File: src/rtl/arith_pkg.sv
// rtl/arith_pkg.sv - shared widths, divider FSM encoding and divide-by-zero constant
package arith_pkg;

  localparam int DIV_WIDTH = 8;

  typedef enum logic [1:0] {
    ST_IDLE = 2'd0,
    ST_RUN  = 2'd1,
    ST_FIN  = 2'd2
  } div_state_t;

  localparam logic [DIV_WIDTH-1:0] DBZ_QUOTIENT = {DIV_WIDTH{1'b1}};

endpackage

File: src/rtl/ripple_adder8.sv
// rtl/ripple_adder8.sv - ripple-carry adder, 8 bits by default
module ripple_adder8 #(
  parameter int W = 8
) (
  input  logic [W-1:0] i_a,
  input  logic [W-1:0] i_b,
  input  logic         i_cin,
  output logic [W-1:0] o_sum,
  output logic         o_cout
);

  logic [W:0] w_c;

  assign w_c[0] = i_cin;

  for (genvar k = 0; k < W; k++) begin : g_fa
    assign o_sum[k]  = i_a[k] ^ i_b[k] ^ w_c[k];
    assign w_c[k+1]  = (i_a[k] & i_b[k]) | (w_c[k] & (i_a[k] ^ i_b[k]));
  end

  assign o_cout = w_c[W];

endmodule

File: src/rtl/divider_int8_seq.sv
// rtl/divider_int8_seq.sv - sequential restoring unsigned divider, one quotient bit per clock
module divider_int8_seq
  import arith_pkg::*;
#(
  parameter int WIDTH = DIV_WIDTH
) (
  input  logic             i_clk,
  input  logic             i_rst_n,
  input  logic             i_start,
  input  logic [WIDTH-1:0] i_a,
  input  logic [WIDTH-1:0] i_b,
  output logic             o_busy,
  output logic             o_done,
  output logic [WIDTH-1:0] o_q,
  output logic [WIDTH-1:0] o_r,
  output logic             o_div_by_zero
);

  localparam int CW = (WIDTH > 1) ? $clog2(WIDTH) : 1;

  div_state_t       r_state, w_state_nxt;
  logic [WIDTH-1:0] r_a, r_b, r_rem, r_dvd, r_quo, r_q, r_r;
  logic [CW-1:0]    r_cnt;
  logic             r_busy, r_done, r_dbz;

  logic [WIDTH:0]   w_shift;
  logic [WIDTH-1:0] w_sum, w_rem_nxt;
  logic             w_cout, w_nb;

  // The stored remainder is always below b, so only the shifted trial value needs the extra bit.
  assign w_shift   = {r_rem, r_dvd[WIDTH-1]};
  assign w_nb      = w_shift[WIDTH] | w_cout;
  assign w_rem_nxt = w_nb ? w_sum : w_shift[WIDTH-1:0];

  ripple_adder8 #(.W(WIDTH)) u_sub (
    .i_a    (w_shift[WIDTH-1:0]),
    .i_b    (~r_b),
    .i_cin  (1'b1),
    .o_sum  (w_sum),
    .o_cout (w_cout)
  );

  always_ff @(posedge i_clk or negedge i_rst_n) begin
    if (!i_rst_n) r_state <= ST_IDLE;
    else          r_state <= w_state_nxt;
  end

  always_comb begin
    w_state_nxt = r_state;
    case (r_state)
      ST_IDLE: if (i_start) w_state_nxt = (i_b == '0) ? ST_FIN : ST_RUN;
      ST_RUN:  if (r_cnt == '0) w_state_nxt = ST_FIN;
      ST_FIN:  w_state_nxt = ST_IDLE;
      default: w_state_nxt = ST_IDLE;
    endcase
  end

  always_ff @(posedge i_clk or negedge i_rst_n) begin
    if (!i_rst_n) begin
      r_a    <= '0;
      r_b    <= '0;
      r_rem  <= '0;
      r_dvd  <= '0;
      r_quo  <= '0;
      r_q    <= '0;
      r_r    <= '0;
      r_cnt  <= '0;
      r_busy <= 1'b0;
      r_done <= 1'b0;
      r_dbz  <= 1'b0;
    end else begin
      r_done <= 1'b0;
      case (r_state)
        ST_IDLE: begin
          if (i_start) begin
            r_a    <= i_a;
            r_b    <= i_b;
            r_q    <= '0;
            r_r    <= '0;
            r_dbz  <= 1'b0;
            r_rem  <= '0;
            r_dvd  <= i_a;
            r_quo  <= '0;
            r_cnt  <= CW'(WIDTH - 1);
            r_busy <= 1'b1;
          end
        end
        ST_RUN: begin
          r_rem <= w_rem_nxt;
          r_dvd <= {r_dvd[WIDTH-2:0], 1'b0};
          r_quo <= {r_quo[WIDTH-2:0], w_nb};
          if (r_cnt != '0) r_cnt <= r_cnt - 1'b1;
        end
        ST_FIN: begin
          r_busy <= 1'b0;
          r_done <= 1'b1;
          if (r_b == '0) begin
            r_q   <= DBZ_QUOTIENT;
            r_r   <= r_a;
            r_dbz <= 1'b1;
          end else begin
            r_q <= r_quo;
            r_r <= r_rem;
          end
        end
        default: ;
      endcase
    end
  end

  assign o_busy        = r_busy;
  assign o_done        = r_done;
  assign o_q           = r_q;
  assign o_r           = r_r;
  assign o_div_by_zero = r_dbz;

endmodule

File: config.mk
export PLATFORM = sky130hd
export DESIGN_NAME = divider_int8_seq
export DESIGN_NICKNAME = d
export VERILOG_FILES = /design/src/rtl/arith_pkg.sv /design/src/rtl/ripple_adder8.sv /design/src/rtl/divider_int8_seq.sv
export SDC_FILE = /design/constraint.sdc
export NUM_CORES = 1
export LEC_CHECK = 0
export CAP_MARGIN = 20
export CELL_PAD_IN_SITES_DETAIL_PLACEMENT = 0
export CELL_PAD_IN_SITES_GLOBAL_PLACEMENT = 2
export CORE_ASPECT_RATIO = 1.75
export CORE_MARGIN = 1.5
export CORE_UTILIZATION = 35
export DETAILED_ROUTE_END_ITERATION = 16
export PLACE_DENSITY = 0.79
export SYNTH_ARGS = -nofsm -noshare
export SYNTH_HDL_FRONTEND = slang
export SYNTH_HIERARCHICAL = 1
export SYNTH_SLANG_ARGS = --single-unit
export TNS_END_PERCENT = 10
File: constraint.sdc
create_clock -name i_clk -period 4.9 [get_ports i_clk]
set_input_delay 0.49 -clock i_clk [delete_from_list [all_inputs] [get_ports i_clk]]
set_output_delay 0.49 -clock i_clk [all_outputs]
set_load 0.005 [all_outputs]
==> qor.yml, run 1 <==
synth:
  synth_cell_types: 39
  syn_avg_cell_area_um2: 10.36
  ys_top_cells_by_area: "dfrtp_1 (53%), nand2_1 (7.3%), fa_1 (5.3%)"
  syn_area_um2: 3015
  ys_ff_latch: 64
  synth_top_area_cell: "dfrtp_1"
  synth_warnings: 6
  synth_cells: 291
  synth_top_cell_area_share_pct: 53.11
  synth_nets: 320
  yosysSeqAreaShare_pct: 53.11
final_layout:
  drive_gt1_share_pct: 11.14
  fin_nets: 356
  diodes: 0
  syn_to_final_growth_pct: 25.48
  final_util_pct: 45.51
  fin_area_um2: 3784
drt:
  drt-initial-drc-count: 91
  wl_met2_mm: 3.685
  drt-met1-wl_mm: 2.769
  wire_per_inst_um: 15.19
  wl_met3_um: 158
  postRouteAntennaNets: 0
  avgViaCountPerCell: 4.886
  wl_mm: 6.791
  drtPass1Iterations: 4
  routed.top_layer: "met4"
  vias: 2184
  drc: 0
sta:
  final.setup.tns_ps: 0
  setup_viol: 0
  worstMarginPinSlew_ps: 862.7
  rsz0062_at_grt: "no"
  slew_violations: 0
  period_minus_slack_ps: 4329
  skew_ps: 10.40
  timing.slew.headroom_pct: 42.48
  fmax_mhz: 231.0
  hold_viol: 0
  finalCritPeriodShare_pct: 88.36
floorplanning:
  initial_utilization_pct: 36.27
  ios: 38
  die_w_um: 73.17
  core_area_um2: 8313
  rows: 44
  die_h_um: 125.8
  die_area_um2: 9203
worst_setup_path:
  cp_top_family: "adder cells"
  worstPathArrival_ps: 4500
  crit_path_cell_trace: "inv_1 > fa_1 > inv_1 > fa_1 > inv_1 > fa_1 > fa_1 > fa_1 > fa_1 > fa_1 > inv_1 > fa_1 > inv_1 > nor2_2 > mux2i_1 > o21ai_0"
  required_ps: 5080
  crit_buf_inv: 5
  worst_setup_path_end_kind: "register"
  reg2reg_setup_slack_ps: 570
  slowest_delay_ps: 430
  slowest_stage: "nor2_2"
  setup.worst_path.class: "reg -> reg"
  critPathMostFrequentCell: "fa_1"
  startpoint_type: "register"
  crit_fanout: 9
place:
  place.gp.congestion: 0.7368
  place.port_buffers: 37
  dpl_cell_area_um2: 3452
  place_hpwl_mm: 4.744
global_route:
  grt_pass1_wl_mm: 11.42
  antenna_found_initial: 0
  grt_max_degree: 65
  gr-total-overflow: 0
  first_global_vias: 2213
  grtUsageTotal_pct: 16.67
clock_network:
  clk_latency_ps: 340
  cts_tree: "yes"
  numCtsBuffers: 9
  htreeDepth: 3
  cts_setup_buffers: 0
  path_clk_slew_ps: 50
  cts_buffer_depth: 2
  ctsHoldBuffers: 0
  cts.sinks: 64
  cts_root_buffer: "clkbuf_16"
  cts-resized-gates: 0
power_and_ir_drop:
  power_mw: 2.539
  leakagePower_nw: 1.664
  power_density_nw_per_um2: 670.9
  vdd.ir_drop.worst_uv: 320.3
run_status:
  status: "finished clean"
min_path:
  min_path_type: "in -> async"
run:
  maxCapViolations: 0
-- per-layer routing --
| metal | GRT usage [%] | vias to the layer above |
|---|---|---|
| met4 | 8.990 | 0 |
| li1 | - | 1067 |
| met3 | 2.960 | 11 |
| met2 | 27.54 | 34 |
| met1 | 20.10 | 1072 |
| met5 | 0 | - |
-- sequential cells by signal, indices dropped and copies added, names as in the netlist, 2 cells and up --
name	flops
o_q	8
o_r	8
r_a	8
r_b	8
r_dvd	8
r_quo	8
r_rem	8
r_cnt	3
r_state	2
-- through the flow --
stage,setup slack [ps],instances,hold WS [ps]
CTS,570.7,447,378.2
global route,347.7,447,414.1
detailed placement,579.3,431,459.9
floorplan,945.6,291,194.4
global placement,690.9,431,449.8
finish,570.6,447,319.7
-- final timing paths --
check                                     startpoint              endpoint  depth (start not counted)
worst max register to register    r_b[0]$_DFFE_PN0P_  r_rem[3]$_DFFE_PN0P_                         16
min in group i_clk              r_dvd[4]$_DFFE_PN0P_  r_dvd[4]$_DFFE_PN0P_                          2
worst min-delay path                         i_rst_n  r_rem[6]$_DFFE_PN0P_                          2
max in group asynchronous                    i_rst_n    o_q[7]$_DFFE_PN0P_                          2
worst min register to register  r_dvd[4]$_DFFE_PN0P_  r_dvd[4]$_DFFE_PN0P_                          2
worst max-delay path              r_b[0]$_DFFE_PN0P_  r_rem[3]$_DFFE_PN0P_                         16
-- layout by cell type, fill, tap and decap left out, types with 2 or more instances in the layout --
cell type         n
nand2b_1          2
mux2_2            7
nor2_1            3
dfrtp_1          64
ha_1              2
clkbuf_16         9
inv_1            22
clkdlybuf4s50_1  36
o21ai_1           2
clkinvlp_4        2
nand4_1           8
nor2b_1           2
fa_1              8
o211ai_1          7
a22oi_1           8
o21ai_0          22
nor4_4            2
nand2_1          59
clkinv_4          2
nor3_1            3
nor4_1            2
bufinv_16         2
buf_4             5
a22o_1            2
mux2i_1           7
a21oi_1          13
nand3_1          15
-- kinds of logic after synthesis --
kind of cell	share of synthesized area [%]
and+or+nand+nor	16.81
DFF	53.11
other	0.1244
muxes	5.436
buffers and inverters	6.514
AOI/OAI and AO/OA	11.87
adders and majority gates	6.141
-- power breakdown --
group | internal (mW) | leakage, nW | switching [mW] | total (mW)
Combinational | 0.416 | 0.696 | 0.498 | 0.915
Sequential | 0.740 | 0.813 | 0.180 | 0.920
Clock | 0.460 | 0.155 | 0.243 | 0.704
-- synthesized netlist by cell type (all sizes together) --
cell type	instances
mux2i	7
a32oi	1
o21ai	24
nand2b	2
o21bai	2
a21oi	13
inv	23
or3b	1
nand3	15
and2	1
ha	2
or2	1
a22o	2
dfrtp	64
nor4	4
clkbuf	3
buf	14
o211ai	7
nand4	8
o311ai	1
o22ai	1
fa	8
nor2	4
nor2b	2
a22oi	8
conb	1
nor3b	2
nor3	3
mux2	8
nand2	59
-- area by class of cell --
class | instances | area [um2]
fill | 826 | 4529
tap | 115 | 143.9
timing repair buffer | 42 | 402.9
clock inverter | 6 | 92.59
multi-input combinational | 187 | 1217
clock buffer | 10 | 239.0
inverter | 23 | 86.33
sequential | 64 | 1602
(Power assumes the default switching activity.)
==> run 2: changes to the inputs <==
CORE_UTILIZATION = 36   (was 35)
HOLD_SLACK_MARGIN = 0.1   (was not set)
MAX_ROUTING_LAYER = met4   (was not set)
PLACE_DENSITY = 0.8   (was 0.79)
SYNTH_HIERARCHICAL = not set   (was 1)
==> qor.yml, run 2 <==
run_status:
  status: "finished clean"
clock_network:
  clk_latency_ps: 330
  cts_buffer_depth: 2
  htreeDepth: 3
  cts-resized-gates: 0
  cts.sinks: 64
  cts_root_buffer: "clkbuf_16"
  path_clk_slew_ps: 50
  cts_tree: "yes"
  cts_setup_buffers: 0
  ctsHoldBuffers: 0
  numCtsBuffers: 9
power_and_ir_drop:
  leakagePower_nw: 1.622
  vdd.ir_drop.worst_uv: 283.0
  power_density_nw_per_um2: 661.7
sta:
  period_minus_slack_ps: 4072
  fmax_mhz: 245.6
  skew_ps: 9.674
  worstMarginPinSlew_ps: 882.3
  rsz0062_at_grt: "no"
  final.setup.tns_ps: 0
  finalCritPeriodShare_pct: 83.11
  setup_viol: 0
  slew_violations: 0
  setup_ws_ps: 827.5
  whs_ps: 343.1
  timing.slew.headroom_pct: 41.18
  hold_viol: 0
synth:
  yosys-top-cells-count: "dfrtp_1 (64), nand2_1 (42), o21ai_0 (26)"
  synth_edf_count: 0
  synth_cell_types: 42
  ys_top_cells_by_area: "dfrtp_1 (53%), nand2_1 (5.2%), fa_1 (4.6%)"
  synth_most_common_cell: "dfrtp_1"
  syn_area_um2: 3039
  synth_warnings: 0
  ys_ff_latch: 64
  synth_nets: 303
  synth_top_area_cell: "dfrtp_1"
  synthArstFlopShare_pct: 100.0
  synth_cells: 274
  yosysSeqAreaShare_pct: 52.70
  syn_avg_cell_area_um2: 11.09
  synth_top_cell_area_share_pct: 52.70
  ys.flop_type: "dfrtp_1"
global_route:
  grt_use_met3_pct: 4.854
  gr-total-overflow: 0
  grtUsageTotal_pct: 17.16
  grt_max_degree: 65
  antenna_found_initial: 0
  grt_pass1_wl_mm: 11.18
  top_usage_layer: "met2"
  use_met2_pct: 28.49
  met1_usage_pct: 19.21
  first_global_vias: 2157
place:
  pre_cts_slack_ps: 809.3
  place_hpwl_mm: 4.721
  place.port_buffers: 37
  dpl_cell_area_um2: 3418
  place.gp.congestion: 0.7503
floorplanning:
  initial_utilization_pct: 36.80
  die_w_um: 72.46
  core_area_um2: 8258
  rows: 44
  die_h_um: 124.5
  die_area_um2: 9024
  ios: 38
worst_setup_path:
  worst_setup_path_end_kind: "register"
  reg2reg_to: "r_rem[3]$_DFFE_PN0P_"
  crit_fanout: 10
  crit_path_cell_trace: "ha_1 > fa_1 > fa_1 > fa_1 > fa_1 > fa_1 > fa_1 > inv_1 > fa_1 > or2_0 > o21ai_0 > o21ai_0"
  worstPathArrival_ps: 4320
  critPathMostFrequentCell: "fa_1"
  reg2reg_setup_slack_ps: 830
  slowest_delay_ps: 420
  r2r-start: "r_b[0]$_DFFE_PN0P_"
  setup.worst_path.class: "reg -> reg"
  startpoint_type: "register"
  r2r_cells: 12
  crit_buf_inv: 1
  required_ps: 5150
  cp_top_family: "adder cells"
  slowest_stage: "dfrtp_1"
drt:
  avgViaCountPerCell: 5.234
  drtPass1Iterations: 5
  wire_per_inst_um: 16.52
  wl_mm: 6.707
  drt-initial-drc-count: 64
  drc: 0
  vias: 2125
  postRouteAntennaNets: 0
final_layout:
  fin_area_um2: 3747
  final_common_cell: "dfrtp_1"
  diodes: 0
  layout_common_cells: "dfrtp_1 (64), nand2_1 (42), clkdlybuf4s50_1 (36)"
  fin_nets: 340
  syn_to_final_growth_pct: 23.30
  drive_gt1_share_pct: 13.38
  final_util_pct: 45.38
min_path:
  min_path_type: "in -> async"
run:
  maxCapViolations: 0
[run 2: worst reg2reg max path: stages (launching register included)]
cell and delay [ps]:
dfrtp_1 420, ha_1 230, fa_1 380, fa_1 390, fa_1 390, fa_1 400, fa_1 400, fa_1 360
inv_1 80, fa_1 340, or2_0 350, o21ai_0 120, o21ai_0 140
[run 2: per-layer routing]
metal  share of wire [%]  up-vias  wire [um]
met3                 2.3        9        152
met5                   0        -          0
li1                    -     1037          -
met4                 1.6        0        105
met1                  40     1050       2703
met2                  56       29       3745
[run 2: area by class of cell]
type,count,area [um2]
fillers,796,4511
flip-flops and latches,64,1602
multi-input cells,179,1261
repair buffers,43,421.7
clock buffers,11,252.7
well taps,92,115.1
inverters,14,52.55
clock inverters,3,42.54
[run 2: power breakdown]
group	internal, mW	switching [mW]	total (mW)
combinational	0.418	0.495	0.914
sequential	0.746	0.189	0.934
clock	0.414	0.217	0.631
[run 2: cells by family after synthesis]
family / Yosys count / synth area share [%]
simple gates: 88 / 16.76
compound gates: 68 / 14.08
flops: 64 / 52.70
buf+inv: 31 / 5.805
mux: 13 / 4.817
fa+ha+maj: 10 / 5.846
[run 2: through the flow]
stage	cells	power [mW]
floorplan	274	1.577
global placement	389	1.824
detailed placement	389	1.852
CTS	403	2.494
global route	406	2.694
finish	406	2.480
[run 2: how the worst max path moves through the flow]
stage                            start                    to  slack (ps)  cells after the start
floorplan           r_b[0]$_DFFE_PN0P_  r_rem[6]$_DFFE_PN0P_        1080                     13
global placement    r_b[0]$_DFFE_PN0P_  r_rem[6]$_DFFE_PN0P_         910                     12
detailed placement  r_b[0]$_DFFE_PN0P_  r_rem[3]$_DFFE_PN0P_         810                     12
CTS                 r_b[0]$_DFFE_PN0P_  r_rem[0]$_DFFE_PN0P_         810                     12
global route        r_b[0]$_DFFE_PN0P_  r_rem[3]$_DFFE_PN0P_         550                     12
finish              r_b[0]$_DFFE_PN0P_  r_rem[3]$_DFFE_PN0P_         830                     12
==> run 3: changes to the inputs <==
CORE_UTILIZATION = 33   (was 36)
PLACE_DENSITY = 0.77   (was 0.8)
clock period = 3.6 ns   (was 4.9 ns; I/O delays follow)
==> qor.yml, run 3 (same netlist as run 2, synthesis figures left out) <==
run_status:
  status: "finished clean"
worst_setup_path:
  required_ps: 3820
  r2r_cells: 11
  crit_fanout: 2
  r2r-start: "r_b[0]$_DFFE_PN0P_"
  reg2reg_setup_slack_ps: 80
  worstPathArrival_ps: 3740
  worst_setup_path_end_kind: "register"
  startpoint_type: "register"
  reg2reg_to: "r_rem[7]$_DFFE_PN0P_"
  setup.worst_path.class: "reg -> reg"
power_and_ir_drop:
  vdd.ir_drop.worst_uv: 409.5
  leakagePower_nw: 1.670
  power_density_nw_per_um2: 913.0
  power_mw: 3.561
clock_network:
  cts_root_buffer: "clkbuf_16"
  cts_buffer_depth: 2
  cts.sinks: 64
  cts_tree: "yes"
  htreeDepth: 3
  clk_latency_ps: 340
  numCtsBuffers: 9
  path_clk_slew_ps: 50
final_layout:
  syn_to_final_growth_pct: 28.32
  final_common_cell: "dfrtp_1"
  seqCellArea_um2: 1602
  final_util_pct: 43.44
  multiInputGateArea_um2: 1289
  fin_nets: 350
  num-fill-cells: 910
  diodes: 0
  layout_common_cells: "dfrtp_1 (64), nand2_1 (42), clkdlybuf4s50_1 (36)"
  stdcell_count: 446
  drive_gt1_share_pct: 19.33
place:
  place_inst: 425
  place.gp.congestion: 0.7806
  place.port_buffers: 37
  place_hpwl_mm: 4.980
  pre_cts_slack_ps: -101.3
floorplanning:
  die_w_um: 75.55
  ios: 38
  core_area_um2: 8979
  rows: 46
  die_area_um2: 9817
  initial_utilization_pct: 33.85
  die_h_um: 130.0
global_route:
  gr-total-overflow: 0
  grtUsageTotal_pct: 17.24
  first_global_vias: 2252
  antenna_found_initial: 0
  grt_pass1_wl_mm: 11.79
  grt_max_degree: 45
sta:
  skew_ps: 8.677
  setup_ws_ps: 76.36
  finalCritPeriodShare_pct: 97.88
  rsz0062_at_grt: "yes"
  hold_viol: 0
  fmax_mhz: 283.8
  period_minus_slack_ps: 3524
  setup_viol: 0
  whs_ps: 467.0
  slew_violations: 0
  timing.slew.headroom_pct: 39.29
  worstMarginPinSlew_ps: 910.6
min_path:
  min_path_type: "in -> async"
run:
  maxCapViolations: 0
drt:
  avgViaCountPerCell: 4.922
  drc: 0
  wl_mm: 7.221
  drtPass1Iterations: 4
  postRouteAntennaNets: 0
  drt-initial-drc-count: 133
  vias: 2195
  wire_per_inst_um: 16.19
==> run 3: changes by cell type in the layout (fill, tap and decap cells not counted), sizes merged <==
cell and delta:
buf +9, clkinv +2, dlygate4sd3 +1
==> run 3: metal layers <==
layer  GRT usage, %  routed length, um  vias up  part of all wire [%]
met5              -                  0        -                     0
met2          27.76               3855       33                    53
met4          8.508                222        0                   3.1
met3          4.865                241       14                   3.3
li1               -                  -     1063                     -
met1          19.19               2903     1085                    40
==> run 3: worst max-delay path, cell delays in order, from the launching register on <==
cell	delay [ps]
dfrtp_1	380
ha_2	190
fa_2	340
fa_2	350
fa_2	350
fa_2	350
fa_2	340
fa_2	340
inv_2	70
fa_2	430
a22oi_2	190
o22ai_1	90
==> run 3: how the worst max path moves through the flow <==
stage | from | end | slack [ps] | cells past startpoint
5_1_grt | r_b[0]$_DFFE_PN0P_ | r_rem[7]$_DFFE_PN0P_ | -50 | 11
4_1_cts | r_dvd[7]$_DFFE_PN0P_ | r_rem[7]$_DFFE_PN0P_ | 20 | 12
3_3_place_gp | r_b[0]$_DFFE_PN0P_ | r_rem[6]$_DFFE_PN0P_ | -40 | 12
2_1_floorplan | r_b[0]$_DFFE_PN0P_ | r_rem[7]$_DFFE_PN0P_ | 30 | 11
6_report | r_b[0]$_DFFE_PN0P_ | r_rem[7]$_DFFE_PN0P_ | 80 | 11
3_5_place_dp | r_b[0]$_DFFE_PN0P_ | r_rem[1]$_DFFE_PN0P_ | -100 | 12
==> run 3: final cells by class <==
class	instances	share of cell area, %
sequential	64	41.07
multi-input combinational	179	33.04
timing repair buffer	53	13.03
clock buffer	11	6.224
tap	120	3.850
clock inverter	5	1.444
inverter	14	1.347
==> run 3: timing repair <==
action                     4_1_cts  5_1_grt
pin swaps                        1        3
hold buffers                     0        1
buffers inserted                 1        1
hold endpoints to repair         0       14
gates resized for setup          5        6
setup endpoints to repair        8        7
==> run 3: report_power, final <==
part           internal, mW  total [mW]  switching [mW]  leakage [nW]
sequential             1.01        1.27           0.258         0.808
clock                 0.553       0.867           0.314         0.145
combinational         0.686        1.42           0.735         0.717
==> run 3: metrics by stage <==
step                cell area, um2  TNS (ps)
finish                        3900         0
global route                  3900    -45.72
CTS                           3845         0
detailed placement            3523    -715.4
global placement              3523    -194.5
floorplan                     3050         0
==> edit (flow settings as in run 3) <==
Register the inputs `i_start`, `i_a` and `i_b` before use, without a reset. The logic sees them one clock later.
--- a/src/rtl/divider_int8_seq.sv
+++ b/src/rtl/divider_int8_seq.sv
@@ -18,4 +18,14 @@
 
   localparam int CW = (WIDTH > 1) ? $clog2(WIDTH) : 1;
+
+  logic i_start_q;
+  logic [WIDTH-1:0] i_a_q;
+  logic [WIDTH-1:0] i_b_q;
+
+  always_ff @(posedge i_clk) begin
+    i_start_q <= i_start;
+    i_a_q     <= i_a;
+    i_b_q     <= i_b;
+  end
 
   div_state_t       r_state, w_state_nxt;
@@ -49,5 +59,5 @@
     w_state_nxt = r_state;
     case (r_state)
-      ST_IDLE: if (i_start) w_state_nxt = (i_b == '0) ? ST_FIN : ST_RUN;
+      ST_IDLE: if (i_start_q) w_state_nxt = (i_b_q == '0) ? ST_FIN : ST_RUN;
       ST_RUN:  if (r_cnt == '0) w_state_nxt = ST_FIN;
       ST_FIN:  w_state_nxt = ST_IDLE;
@@ -73,12 +83,12 @@
       case (r_state)
         ST_IDLE: begin
-          if (i_start) begin
-            r_a    <= i_a;
-            r_b    <= i_b;
+          if (i_start_q) begin
+            r_a    <= i_a_q;
+            r_b    <= i_b_q;
             r_q    <= '0;
             r_r    <= '0;
             r_dbz  <= 1'b0;
             r_rem  <= '0;
-            r_dvd  <= i_a;
+            r_dvd  <= i_a_q;
             r_quo  <= '0;
             r_cnt  <= CW'(WIDTH - 1);
Check against the original RTL: not equivalent (Yosys sat finds a counterexample within 4 cycles, from zero or initial values and one cycle with i_rst_n low).
==> edit against run 3 <==
  * Cell count rose by 11%
  * Sequential cell count grew 17
  * Non-clock buffer count decreased by 7
  * Via count rose by 9.5%
  * Routed wire length rose by 3.7%
  * Design area up 5.6%
  * Worst setup slack worse by 0.022 ns
  * Highest routed layer unchanged
  * Synthesized area increased by 9.3%
  * Combinational power shrank 4%
  * Largest power group is now sequential cells
  * First-iteration DRC count fell by 9.8%
  * Largest cell class unchanged
  * Power increased by 4.4%
==> edit: results (changes against run 3) <==
========================================================================================================
Static Leak                                                                                      1.85 nW   +11%
Largest delay share family, worst path                                                       adder cells
Number of diodes                                                                                       0   unchanged
Async set or reset register ratio after synthesis                                                  0.790   -0.210
Status                                                                                      finished, final reports clean
R2R Path Start                                                                                    r_b[0]
First-pass GRT wire length                                                                       12.5 mm   +6.3%
Non-filler instance count after layout                                                               495   +11%
Syn Inst Count                                                                                       326   +19%
Skew final                                                                                    0.00355 ns   -0.00513 ns
Vias in the first global route                                                                     2,481   +10%
Clock insertion delay at the later pin of the skew report                                        0.33 ns
Distinct cell type count of the synthesized netlist                                                   37   -12%
Starting DRC count in detailed routing                                                               120   -9.8%
Total CTS buffers                                                                                      9   unchanged
VDD IR-drop max                                                                               0.000315 V   -23%
Tightest Hold Check Type                                                                    input pin to async pin
Global placer's final weighted congestion                                                          0.815   +4.4%
Critical setup path kind                                                                    flip-flop to flip-flop
Global Route Usage Sum                                                                             0.162   -0.0103
Slowest cell on the critical path                                                                   fa_2
Maximum number of pins on one net before global-route repair                                          40   -11%
Quantity of I/O buffers inserted on ports                                                             37   unchanged
Half-perimeter wire length of the detailed placement result                                      5.42 mm   +8.8%
Share of the yosys chip area belonging to registers                                                0.585   +0.0578
Actual transition at the worst max-transition pin                                                1.04 ns   +0.134 ns
Drt total wl                                                                                     7.49 mm   +3.7%
Total of max-cap violations                                                                            0   unchanged
Post-CTS clock slew at the launch and capture registers of the worst setup and hold paths        0.06 ns
Maximum fanout count along the critical path                                                           2   unchanged
Top cells by area in the synthesized netlist                                                dfrtp_1, dfxtp_1, nand2_1
Yosys warnings                                                                                         0   unchanged
Worst endpoint data arrival time                                                                 3.73 ns   about the same
Longest individual stage delay on the worst path                                                 0.43 ns   about the same
Internal power consumption                                                                     0.00239 W   +5.8%
Post-Syn Nets                                                                                        355   +17%
Largest buffer count on any clock path                                                                 2   unchanged
Htree depth                                                                                            3   unchanged
Minimum setup slack among reg-to-reg paths                                                       0.05 ns   -0.02 ns
Synth Flop Type                                                                                  dfrtp_1
Post-synth top cells                                                                        nand2_1, dfrtp_1, o21ai_0, a21oi_1, dfxtp_1
Total number of nets in the final design                                                             394   +13%
Root Buffer                                                                                    clkbuf_16
Worst r2r path cells                                                                                  11   unchanged
Total number of vias                                                                               2,404   +9.5%
Share of final-layout standard cells stronger than drive strength 1                                0.111   -0.0824
First-pass detailed-route iteration total                                                              4   unchanged
Reg-to-reg endpoint                                                                             r_rem[7]
Instance count after placement with tap cells included                                               478   +12%
Initial antenna violation count                                                                        0   unchanged
========================================================================================================
-- edit: routing by layer --
metal  part of all wire  global-route usage
met1               0.39               0.171
met2               0.55               0.280
met3              0.026              0.0263
met4              0.036              0.0994
met5                  0                   -
-- edit: power by group through the flow --
stage                     Combinational, W  Sequential [W]  Clock [W]
final                              0.00137         0.00148   0.000862
after floorplan                   0.000901         0.00142          0
after global placement             0.00129         0.00149          0
after CTS                          0.00131         0.00149   0.000884
after detailed placement           0.00131         0.00150          0
after global routing               0.00157         0.00153   0.000923
-- edit: area by class of cell --
type / count / area [um2]
tap: 125 / 156
sequential: 81 / 1940
fill: 1005 / 5730
multi-input combinational: 213 / 1240
inverter: 14 / 52.6
timing repair buffer: 46 / 437
clock inverter: 2 / 12.5
clock buffer: 14 / 274
-- edit: cells by family after synthesis --
group                      share of synthesized area
and+or+nand+nor                                0.193
adders and majority gates                     0.0535
buffers and inverters                         0.0494
DFF                                            0.585
AOI/OAI and AO/OA                              0.119
-- edit: stage by stage --
stage / TNS (ns) / setup WS, ns / hold WS [ns] / area [um2] / power, W
4_1_cts: 0 / 0.00669 / 0.178 / 4090 / 0.00368
2_1_floorplan: 0 / 0.00308 / 0.0644 / 3330 / 0.00232
3_3_place_gp: -0.138 / -0.0435 / 0.423 / 3800 / 0.00278
6_report: 0 / 0.0544 / 0.161 / 4120 / 0.00372
5_1_grt: -0.179 / -0.0409 / 0.237 / 4120 / 0.00403
3_5_place_dp: -0.788 / -0.113 / 0.425 / 3800 / 0.00281
-- edit: timing repair --
| action | 4_1_cts | 5_1_grt |
|---|---|---|
| resized for setup | 2 | 12 |
| setup endpoints to repair | 8 | 8 |
| buffers inserted | 0 | 1 |
| pin swaps | 1 | 1 |
| endpoints found under the hold margin | 0 | 0 |
